$ cat src/rtl/sram_arbiter.sv
`default_nettype none
// ============================================================================
// Module      : sram_arbiter
// Description : Two-client arbiter/sequencer for a single-port synchronous SRAM.
//               Round-robin by default; SRAM_ARB_FIXED_PRIO_EN selects fixed
//               priority (port 0 always wins a tie).
// Revision    : 1.0 - initial release
// ============================================================================
module sram_arbiter #(
    parameter int DATA_WIDTH = 8,
    parameter int ADDR_WIDTH = 4
) (
    input  logic                  clk,
    input  logic                  rst,
    input  logic                  req0,
    input  logic                  we0,
    input  logic [ADDR_WIDTH-1:0] addr0,
    input  logic [DATA_WIDTH-1:0] wdata0,
    output logic                  gnt0,
    output logic                  rvalid0,
    output logic [DATA_WIDTH-1:0] rdata0,
    input  logic                  req1,
    input  logic                  we1,
    input  logic [ADDR_WIDTH-1:0] addr1,
    input  logic [DATA_WIDTH-1:0] wdata1,
    output logic                  gnt1,
    output logic                  rvalid1,
    output logic [DATA_WIDTH-1:0] rdata1,
    output logic                  sram_en,
    output logic                  sram_we,
    output logic [ADDR_WIDTH-1:0] sram_addr,
    output logic [DATA_WIDTH-1:0] sram_din,
    input  logic [DATA_WIDTH-1:0] sram_dout
);

    localparam logic [1:0] S_IDLE    = 2'd0;
    localparam logic [1:0] S_ACC     = 2'd1;
    localparam logic [1:0] S_RD_WAIT = 2'd2;

    logic [1:0]            r_state;
    logic                  r_win;
    logic                  r_rd;
    logic                  w_any;
    logic                  w_win;
    logic                  w_we;
    logic [ADDR_WIDTH-1:0] w_addr;
    logic [DATA_WIDTH-1:0] w_wdata;

    assign w_any = req0 | req1;

`ifdef SRAM_ARB_FIXED_PRIO_EN
    assign w_win = ~req0;
`else
    logic r_last;

    // Tie goes to whichever port did not win last; reset value favours port 0.
    assign w_win = (req0 & req1) ? ~r_last : req1;

    always_ff @(posedge clk) begin
        if (rst) begin
            r_last <= 1'b1;
        end else if (r_state == S_IDLE && w_any) begin
            r_last <= w_win;
        end
    end
`endif

    assign w_we    = w_win ? we1    : we0;
    assign w_addr  = w_win ? addr1  : addr0;
    assign w_wdata = w_win ? wdata1 : wdata0;

    always_ff @(posedge clk) begin
        if (rst) begin
            r_state   <= S_IDLE;
            r_win     <= 1'b0;
            r_rd      <= 1'b0;
            gnt0      <= 1'b0;
            gnt1      <= 1'b0;
            rvalid0   <= 1'b0;
            rvalid1   <= 1'b0;
            rdata0    <= '0;
            rdata1    <= '0;
            sram_en   <= 1'b0;
            sram_we   <= 1'b0;
            sram_addr <= '0;
            sram_din  <= '0;
        end else begin
            rvalid0 <= 1'b0;
            rvalid1 <= 1'b0;
            case (r_state)
                S_IDLE: begin
                    if (w_any) begin
                        sram_en   <= 1'b1;
                        sram_we   <= w_we;
                        sram_addr <= w_addr;
                        sram_din  <= w_wdata;
                        gnt0      <= ~w_win;
                        gnt1      <= w_win;
                        r_win     <= w_win;
                        r_rd      <= ~w_we;
                        r_state   <= S_ACC;
                    end
                end
                S_ACC: begin
                    // The SRAM performs the access on the edge that leaves this state.
                    gnt0    <= 1'b0;
                    gnt1    <= 1'b0;
                    sram_en <= 1'b0;
                    r_state <= r_rd ? S_RD_WAIT : S_IDLE;
                end
                S_RD_WAIT: begin
                    if (r_win) begin
                        rdata1  <= sram_dout;
                        rvalid1 <= 1'b1;
                    end else begin
                        rdata0  <= sram_dout;
                        rvalid0 <= 1'b1;
                    end
                    r_state <= S_IDLE;
                end
                default: r_state <= S_IDLE;
            endcase
        end
    end

endmodule
`default_nettype wire

$ cat config.mk
export PLATFORM = sky130hd
export DESIGN_NAME = sram_arbiter
export DESIGN_NICKNAME = d
export VERILOG_FILES = /design/src/rtl/sram_arbiter.sv
export SDC_FILE = /design/constraint.sdc
export NUM_CORES = 1
export LEC_CHECK = 0
export ABC_CLOCK_PERIOD_IN_PS = 1960
export CAP_MARGIN = 0
export CORE_UTILIZATION = 44
export CTS_CLUSTER_SIZE = 16
export DETAILED_ROUTE_END_ITERATION = 10
export PLACE_DENSITY = 0.84
export SYNTH_ARGS = -nofsm -noshare
export SYNTH_HDL_FRONTEND = slang
export SYNTH_SLANG_ARGS = --single-unit
$ cat constraint.sdc
create_clock -name clk -period 1.96 [get_ports clk]
set_input_delay 0.294 -clock clk [delete_from_list [all_inputs] [get_ports clk]]
set_output_delay 0.294 -clock clk [all_outputs]
set_load 0.02 [all_outputs]
==> metrics.cfg, run 1 <==
[status]
status = finished clean

[floorplanning]
io_pins = 72
rows = 21
die-height_um = 62.0
dieWidth_um = 62.0
start_util_pct = 46.8
core-area_mm2 = 0.00339
die-area_mm2 = 0.00385

[layout]
final_cells = 284
fillers = 246
area_growth_pct = 51.4
n_antenna_cell = 0
drive_above_1_share_pct = 10.1
nNetsFinal = 275

[detailed_routing]
ant_nets = 0
routed-wl-met3_um = 159
dr.pass1.iters = 4
routed_wl_um = 3940
wl_per_cell_um = 13.9
wl_met1_um = 1800
wl_met2_um = 1900
vias = 1477
drc_errors = 0
vias_per_cell = 5.20
highest_layer = met4
drt-initial-drc-count = 143

[yosys]
synth-edff-count = 0
syn_area_mm2 = 0.00159
synth_top_area_share_pct = 49.2
synthTopCellsByCount = dfxtp_1 (39), nor2_1 (19), mux2i_1 (16)
yosys_warnings = 0
synth_ff_type = dfxtp_1
ys_seq_area_share_pct = 49.2
ys_ff_latch = 39
synthTopCellsByArea = dfxtp_1 (49%), mux2i_1 (10%), a31oi_1 (5.1%), nand4_1 (4.7%), o21ai_1 (4.7%)
yosys.area.top_type = dfxtp_1
synth.most_common_cell = dfxtp_1
ys_types = 28
ys_async_sr_fraction_pct = 0
synth_nets = 203
avgSynthCellArea_um2 = 9.62
syn_inst = 165

[timing]
fmax_mhz = 606
slew_viol_final = 0
slew_headroom_pct = 59.0
setup-tns-final_ns = 0
grt_setup_unrepaired = no
finalCritPeriodShare_pct = 84.2
tightestPinTransition_ns = 0.614
setup_viol = 0
clock_skew_ns = 0.00969
min_period_ns = 1.65
hold_violations = 0

[power_and_ir_drop]
power.leakage_nw = 0.899
ir_drop_mv = 0.423
powerDensity_mw_per_mm2 = 663

[setup_path]
r2r-start = r_state[0]
path_max_fanout = 2
worstSetupStartpoint = gnt0
r2r_slack_ns = 0.59
cp.depth = 1
crit_path_end_kind = primary output
slowest_stage = clkdlybuf4s50_1
cpPeakStageDelay_ns = 0.62
reg2reg_to = rdata1[4]
cp-start-kind = flop
endpoint = gnt0
crit_chain = clkdlybuf4s50_1
critPathRequiredTime_ns = 1.67
worst-setup-path-type = reg -> out
critPathBufInv = 1
worstPathArrival_ns = 1.36
critical-path-top-delay-family = buffers and inverters
rr_worst_depth = 3

[run]
cap_violations = 0

[worst_hold_path]
hold_class = reg -> reg

[placed_design]
dpl.cell_count = 276
place_hpwl_um = 2760
portBuffers = 71
gp_congestion = 0.808

[global_routing]
grt_pass1_vias = 1344
grt_util_all_layers_pct = 21.8
antenna_found_initial = 0
grt_start_max_net_pins = 40
grt-ovfl-total = 0
grt_pass1_wl_um = 6110

[clocking]
cts_setup_buffers = 0
cts_tree = done
cts_buffers = 5
clock_sinks = 39
postCtsResizedCells = 0
cts-htree-levels = 2
clkTransAtPathRegs_ns = 0.12
clk_path_buf_depth = 2
cts_hold_buf = 0
ctsRootBufferMaster = clkbuf_4
clk_latency_ns = 0.35

-- power by group --
part	internal, W	switching, W
Combinational	0.000178	0.000160
Clock	0.000139	0.000262
Sequential	0.000831	0.0000225
Total	0.00115	0.000445
-- placed cells by master, fill, tap and decap left out, types with 4 or more instances in the layout --
cell / n
clkdlybuf4s50_1: 71
dfxtp_1: 39
nor2_1: 18
mux2i_1: 16
o21ai_1: 15
nand3_1: 13
a31oi_1: 13
nand4_1: 12
buf_4: 9
clkbuf_4: 5
a21oi_1: 4
-- metrics by stage --
stage / util [%] / setup WS [ns] / hold slack (ns) / cell area, um^2 / total power (W)
5_1_grt: 70.9 / 0.246 / 0.484 / 2400 / 0.00168
6_report: 70.9 / 0.310 / 0.466 / 2400 / 0.00159
3_3_place_gp: 69.3 / 0.309 / 0.453 / 2350 / 0.00120
4_1_cts: 70.9 / 0.288 / 0.471 / 2400 / 0.00161
2_1_floorplan: - / 0.810 / 0.438 / 1590 / 0.00104
3_5_place_dp: 69.3 / 0.228 / 0.451 / 2350 / 0.00121
-- state kept, by name, summed over array words and instances, names as in the netlist --
register	cells
gnt0	1
gnt1	1
r_last	1
r_rd	1
r_state	2
r_win	1
rdata0	8
rdata1	8
rvalid0	1
rvalid1	1
sram_addr	4
sram_din	8
sram_en	1
sram_we	1
-- logic make-up (layout without fill, tap and decap cells) --
family / count (synthesis) / after routing / synth area share [%]
compound gates: 37 / 37 / 15.0
mux: 16 / 16 / 10.1
simple gates: 57 / 57 / 19.3
buf+inv: 16 / 89 / 6.39
flops: 39 / 39 / 49.2
-- per-layer routing --
layer	vias to the layer above	global-route usage [%]
met5	-	0
met4	0	7.62
met3	7	6.42
met2	39	34.7
met1	685	28.2
li1	746	-
-- how the worst min path moves through the flow --
stage | from | end | depth (start not counted)
after floorplan | sram_dout[0] | rdata1[0] | 2
after global placement | sram_en | sram_en | 2
after detailed placement | sram_en | sram_en | 2
after CTS | sram_en | sram_en | 2
after global routing | sram_en | sram_en | 2
final | sram_en | sram_en | 2
-- layout make-up --
class	count	area, um^2	share of cell area, %
Timing Repair Buffer	81	798	33.2
Sequential cell	39	781	32.5
Multi-Input combinational cell	110	712	29.6
Tap cell	46	57.6	2.40
Clock buffer	6	41.3	1.72
Clock inverter	2	12.5	0.521
Power figures use the tool's default switching activity.
==> inputs of run 2 (changes only) <==
==> config.mk (replaced) <==
export PLATFORM = sky130hd
export DESIGN_NAME = sram_arbiter
export DESIGN_NICKNAME = d
export VERILOG_FILES = /design/src/rtl/sram_arbiter.sv
export SDC_FILE = /design/constraint.sdc
export NUM_CORES = 1
export LEC_CHECK = 0
export ABC_CLOCK_PERIOD_IN_PS = 1400
export CAP_MARGIN = 0
export CORE_UTILIZATION = 37
export CTS_CLUSTER_SIZE = 16
export DETAILED_ROUTE_END_ITERATION = 10
export PLACE_DENSITY = 0.76
export SYNTH_ARGS = -nofsm -noshare
export SYNTH_HDL_FRONTEND = slang
export SYNTH_SLANG_ARGS = --single-unit
==> constraint.sdc (replaced) <==
create_clock -name clk -period 1.4 [get_ports clk]
set_input_delay 0.21 -clock clk [delete_from_list [all_inputs] [get_ports clk]]
set_output_delay 0.21 -clock clk [all_outputs]
set_load 0.02 [all_outputs]
==> run 2 against run 1 <==
Die area rose by 18%. Register-to-register slack worse by 0.45 ns. Critical path depth increased by 2. Clock skew fell by 0.0017 ns. Worst setup slack lost 0.17 ns. First-iteration DRC count is 48% lower. Cell count is 4.2% higher. Non-clock buffer count grew 9. Cell area grew 2.1%. Total power rose by 50%.
==> metrics.cfg, run 2 (synthesis results as in run 1) <==
[status]
status = finished clean

[timing]
slew_viol_final = 0
tightestPinTransition_ns = 0.351
hold_violations = 0
min_period_ns = 1.26
finalWorstSetupSlack_ns = 0.145
grt_setup_unrepaired = no
clock_skew_ns = 0.00798
slew_headroom_pct = 76.6
finalCritPeriodShare_pct = 89.7
fmax_mhz = 797
setup_viol = 0

[clocking]
cts_hold_buf = 0
clk_path_buf_depth = 2
clock_sinks = 39
cts_tree = done
cts-htree-levels = 2
cts_buffers = 5
ctsRootBufferMaster = clkbuf_8
clkTransAtPathRegs_ns = 0.07
clk_latency_ns = 0.28

[setup_path]
worstPathArrival_ns = 1.49
critPathRequiredTime_ns = 1.63
path_max_fanout = 17
slowest_stage = or2_2
cpPeakStageDelay_ns = 0.47
r2r-start = r_state[0]
worstSetupStartpoint = r_state[0]
crit_path_end_kind = flop
crit_chain = or2_2 -> o21bai_1 -> and4b_1
worst-setup-path-type = reg -> reg
cp-start-kind = flop

[worst_hold_path]
hp-start = sram_en
hold_class = reg -> reg

[floorplanning]
start_util_pct = 39.1
die-height_um = 67.5
dieWidth_um = 67.5
rows = 23
io_pins = 72
die-area_mm2 = 0.00455
core-area_mm2 = 0.00406

[placed_design]
placed_area_mm2 = 0.00241
portBuffers = 71
place_hpwl_um = 2950
gp_congestion = 0.805
pre_cts_ws_ns = -0.115

[detailed_routing]
drc_errors = 0
vias_per_cell = 5.09
wl_per_cell_um = 13.3
dr.pass1.iters = 4
ant_nets = 0
vias = 1508
routed_wl_um = 3920
drt-initial-drc-count = 74

[layout]
area_growth_pct = 54.7
final_cell_area_mm2 = 0.00245
n_antenna_cell = 0
final_common_cell = dfxtp_1
drive_above_1_share_pct = 13.8
layout_common_cells = dfxtp_1 (39), clkdlybuf4s50_1 (37), dlygate4sd2_1 (34)
reg_top3 = rdata0: 8 flops, rdata1: 8 flops, sram_din: 8 flops
nNetsFinal = 284

[power_and_ir_drop]
ir_drop_mv = 0.588
powerDensity_mw_per_mm2 = 975
power.leakage_nw = 1.10

[global_routing]
grt_start_max_net_pins = 18
grt_pass1_vias = 1377
antenna_found_initial = 0
grt-ovfl-total = 0
grt_util_all_layers_pct = 17.7
grt_pass1_wl_um = 6090

[run]
cap_violations = 0

## run 2: changes by cell type in the layout (fill, tap and decap cells not counted), moves of 5 or more
cell / before / now
clkdlybuf4s50_1: 71 / 37
dlygate4sd2_1: 0 / 34
buf_4: 9 / 19
clkbuf_8: 0 / 6
clkbuf_4: 5 / 0
## run 2: cell type report
type                       count  area, um^2
fill                         367        1600
timing repair buffer          90         811
sequential                    39         781
multi-input combinational    110         712
clock buffer                   6        82.6
tap                           50        62.6
clock inverter                 1        5.00
## run 2: metrics by stage
step	utilization, %	std cells	power (W)	hold WS (ns)	TNS [ns]
finish	60.5	296	0.00239	0.476	0
global route	60.5	296	0.00251	0.502	0
CTS	60.5	296	0.00243	0.481	0
detailed placement	59.4	289	0.00171	0.470	-1.47
global placement	59.4	289	0.00170	0.450	-0.928
floorplan	-	165	0.00145	0.354	0
## run 2: layer usage
metal | wire, um | vias to the layer above | GRT usage [%] | part of all wire, %
met3 | 221 | 4 | 4.05 | 5.6
met4 | 46 | 0 | 6.38 | 1.2
met2 | 1870 | 44 | 29.1 | 48
met1 | 1790 | 703 | 22.3 | 46
met5 | 0 | - | 0 | 0
li1 | - | 757 | - | -
## run 2: worst max-delay path: cells and delay by family, from the launching register on
kind,cells,cell delay [ns]
DFF,1,0.35
and+or+nand+nor,2,0.67
AOI/OAI and AO/OA,1,0.20
## run 2: path summary, 6_finish.rpt
| path | end | cells past startpoint | slack (ns) |
|---|---|---|---|
| worst max register to register | sram_we | 3 | 0.14 |
| worst min register to register | sram_en | 2 | 0.48 |
| worst min-delay path | sram_en | 2 | 0.48 |
| worst max-delay path | sram_we | 3 | 0.14 |
## run 2: repair_timing
action,4_1_cts,5_1_grt
setup buffers,0,0
resized for setup,35,0
endpoints found under the setup margin,35,0
## run 2: power breakdown
part	switching, W	internal [W]	leakage, nW
clock	0.000355	0.000386	0.0470
combinational	0.000223	0.000233	0.737
sequential	0.0000317	0.00116	0.318
==> inputs of run 3 (changes only) <==
--- a/config.mk
+++ b/config.mk
@@ -7,10 +7,12 @@
 export LEC_CHECK = 0
 export ABC_CLOCK_PERIOD_IN_PS = 1400
 export CAP_MARGIN = 0
+export CORE_MARGIN = 2
 export CORE_UTILIZATION = 37
 export CTS_CLUSTER_SIZE = 16
 export DETAILED_ROUTE_END_ITERATION = 10
 export PLACE_DENSITY = 0.76
+export SKIP_LAST_GASP = 1
 export SYNTH_ARGS = -nofsm -noshare
 export SYNTH_HDL_FRONTEND = slang
 export SYNTH_SLANG_ARGS = --single-unit
==> run 3 against run 2 <==
Maximum frequency fell by 0.12%. Clock power rose by 51%. First-iteration DRC count is 31% higher. Global-route usage grew 0.25 points. Cell count increased by 0.68%. Sequential cell count did not move. Cell area is 2.7% higher. Count of clock-buffer cells in the layout unchanged. Worst hold slack lost 0.015 ns. Critical path depth is 2 higher. Clock skew shrank 0.0040 ns. Routed wire length grew 7.4%. Highest routed layer unchanged.
==> metrics.cfg, run 3 (synthesis results as in run 1) <==
[status]
status = finished clean

[timing]
slew_headroom_pct = 76.4
slew_viol_final = 0
finalCritPeriodShare_pct = 89.8
hold_violations = 0
clock_skew_ns = 0.00401
fmax_mhz = 796
setup-tns-final_ns = 0
grt_setup_unrepaired = no
tightestPinTransition_ns = 0.354
setup_viol = 0
min_period_ns = 1.26

[floorplanning]
dieWidth_um = 69.5
io_pins = 72
rows = 23
die-area_mm2 = 0.00483
core-area_mm2 = 0.00406
start_util_pct = 39.1
die-height_um = 69.5

[layout]
post-route-util_pct = 62.1
final_common_cell = dfxtp_1
final_cells = 298
n_antenna_cell = 0
layout_common_cells = dfxtp_1 (39), clkdlybuf4s50_1 (37), dlygate4sd2_1 (34)
nNetsFinal = 285
final_cell_area_mm2 = 0.00252
drive_above_1_share_pct = 14.1
reg_top3 = rdata0: 8 flops, rdata1: 8 flops, sram_din: 8 flops
area_growth_pct = 58.8

[setup_path]
critPathBufInv = 2
critical-path-top-delay-family = buffers and inverters
critPathRequiredTime_ns = 1.62
worstPathArrival_ns = 1.48
cp-start-kind = flop
crit_top_cell = buf_4
cpPeakStageDelay_ns = 0.31
slowest_stage = dfxtp_1
path_max_fanout = 16
crit_chain = buf_4 -> nor2_2 -> buf_4 -> nand4_1 -> a31oi_1
worst-setup-path-type = reg -> reg
crit_path_end_kind = flop

[detailed_routing]
vias = 1533
wl_per_cell_um = 14.1
dr.pass1.iters = 5
drc_errors = 0
vias_per_cell = 5.14
drt-initial-drc-count = 97
ant_nets = 0
routed_wl_um = 4210

[clocking]
ctsRootBufferMaster = clkbuf_8
clock_sinks = 39
cts_buffers = 5
clk_latency_ns = 0.30
cts_hold_buf = 0
clkTransAtPathRegs_ns = 0.08
cts-htree-levels = 2
clk_path_buf_depth = 2
cts_tree = done

[power_and_ir_drop]
powerDensity_mw_per_mm2 = 1100
ir_drop_mv = 0.600
power.leakage_nw = 1.13
finalPower_w = 0.00278

[placed_design]
dpl.cell_count = 290
placed_area_mm2 = 0.00243
portBuffers = 71
gp_congestion = 0.792
place_hpwl_um = 3010

[worst_hold_path]
hold_class = reg -> reg

[global_routing]
grt_start_max_net_pins = 29
grt_pass1_vias = 1447
grt-ovfl-total = 0
grt_util_all_layers_pct = 17.9
antenna_found_initial = 0
grt_pass1_wl_um = 6950

[run]
cap_violations = 0

==> run 3: worst paths after layout <==
check	slack (ns)	end	cells after the start	from
hold reg to reg	0.46	sram_en	2	sram_en
setup / recovery	0.14	sram_din[0]	5	r_state[0]
setup reg to reg	0.14	sram_din[0]	5	r_state[0]
hold / removal	0.46	sram_en	2	sram_en
==> run 3: layout make-up <==
type	count	area (um^2)
fill	331	1540
timing repair buffer	91	831
sequential	39	781
multi-input combinational	110	712
clock buffer	6	72.6
tap	50	62.6
clock inverter	2	60.1
==> run 3: timing repair <==
item | 4_1_cts | 5_1_grt
resized for setup | 34 | 1
setup buffers | 0 | 0
cloned | 0 | 0
setup endpoints to repair | 34 | 16
==> run 3: layer usage <==
metal	vias to the layer above	track usage, %	wire, um
li1	762	-	-
met1	711	22.6	1900
met2	52	27.7	1940
met3	8	5.96	276
met4	0	8.28	90
met5	-	0	0
==> run 3: worst register-to-register path: stages (launching register included) <==
cell	delay (ns)
dfxtp_1	0.31
buf_4	0.14
nor2_2	0.20
buf_4	0.24
nand4_1	0.12
a31oi_1	0.18
==> run 3: metrics by stage <==
| step | setup WS, ns | hold WS [ns] |
|---|---|---|
| finish | 0.143 | 0.461 |
| global route | 0.0426 | 0.483 |
| CTS | 0.0122 | 0.469 |
| detailed placement | -0.120 | 0.457 |
| global placement | -0.0741 | 0.454 |
| floorplan | 0.250 | 0.354 |
==> run 3: power by group <==
| part | switching (W) | internal, W | leakage (nW) |
|---|---|---|---|
| combinational | 0.000232 | 0.000240 | 0.746 |
| sequential | 0.0000288 | 0.00116 | 0.318 |
| clock | 0.000405 | 0.000712 | 0.0654 |
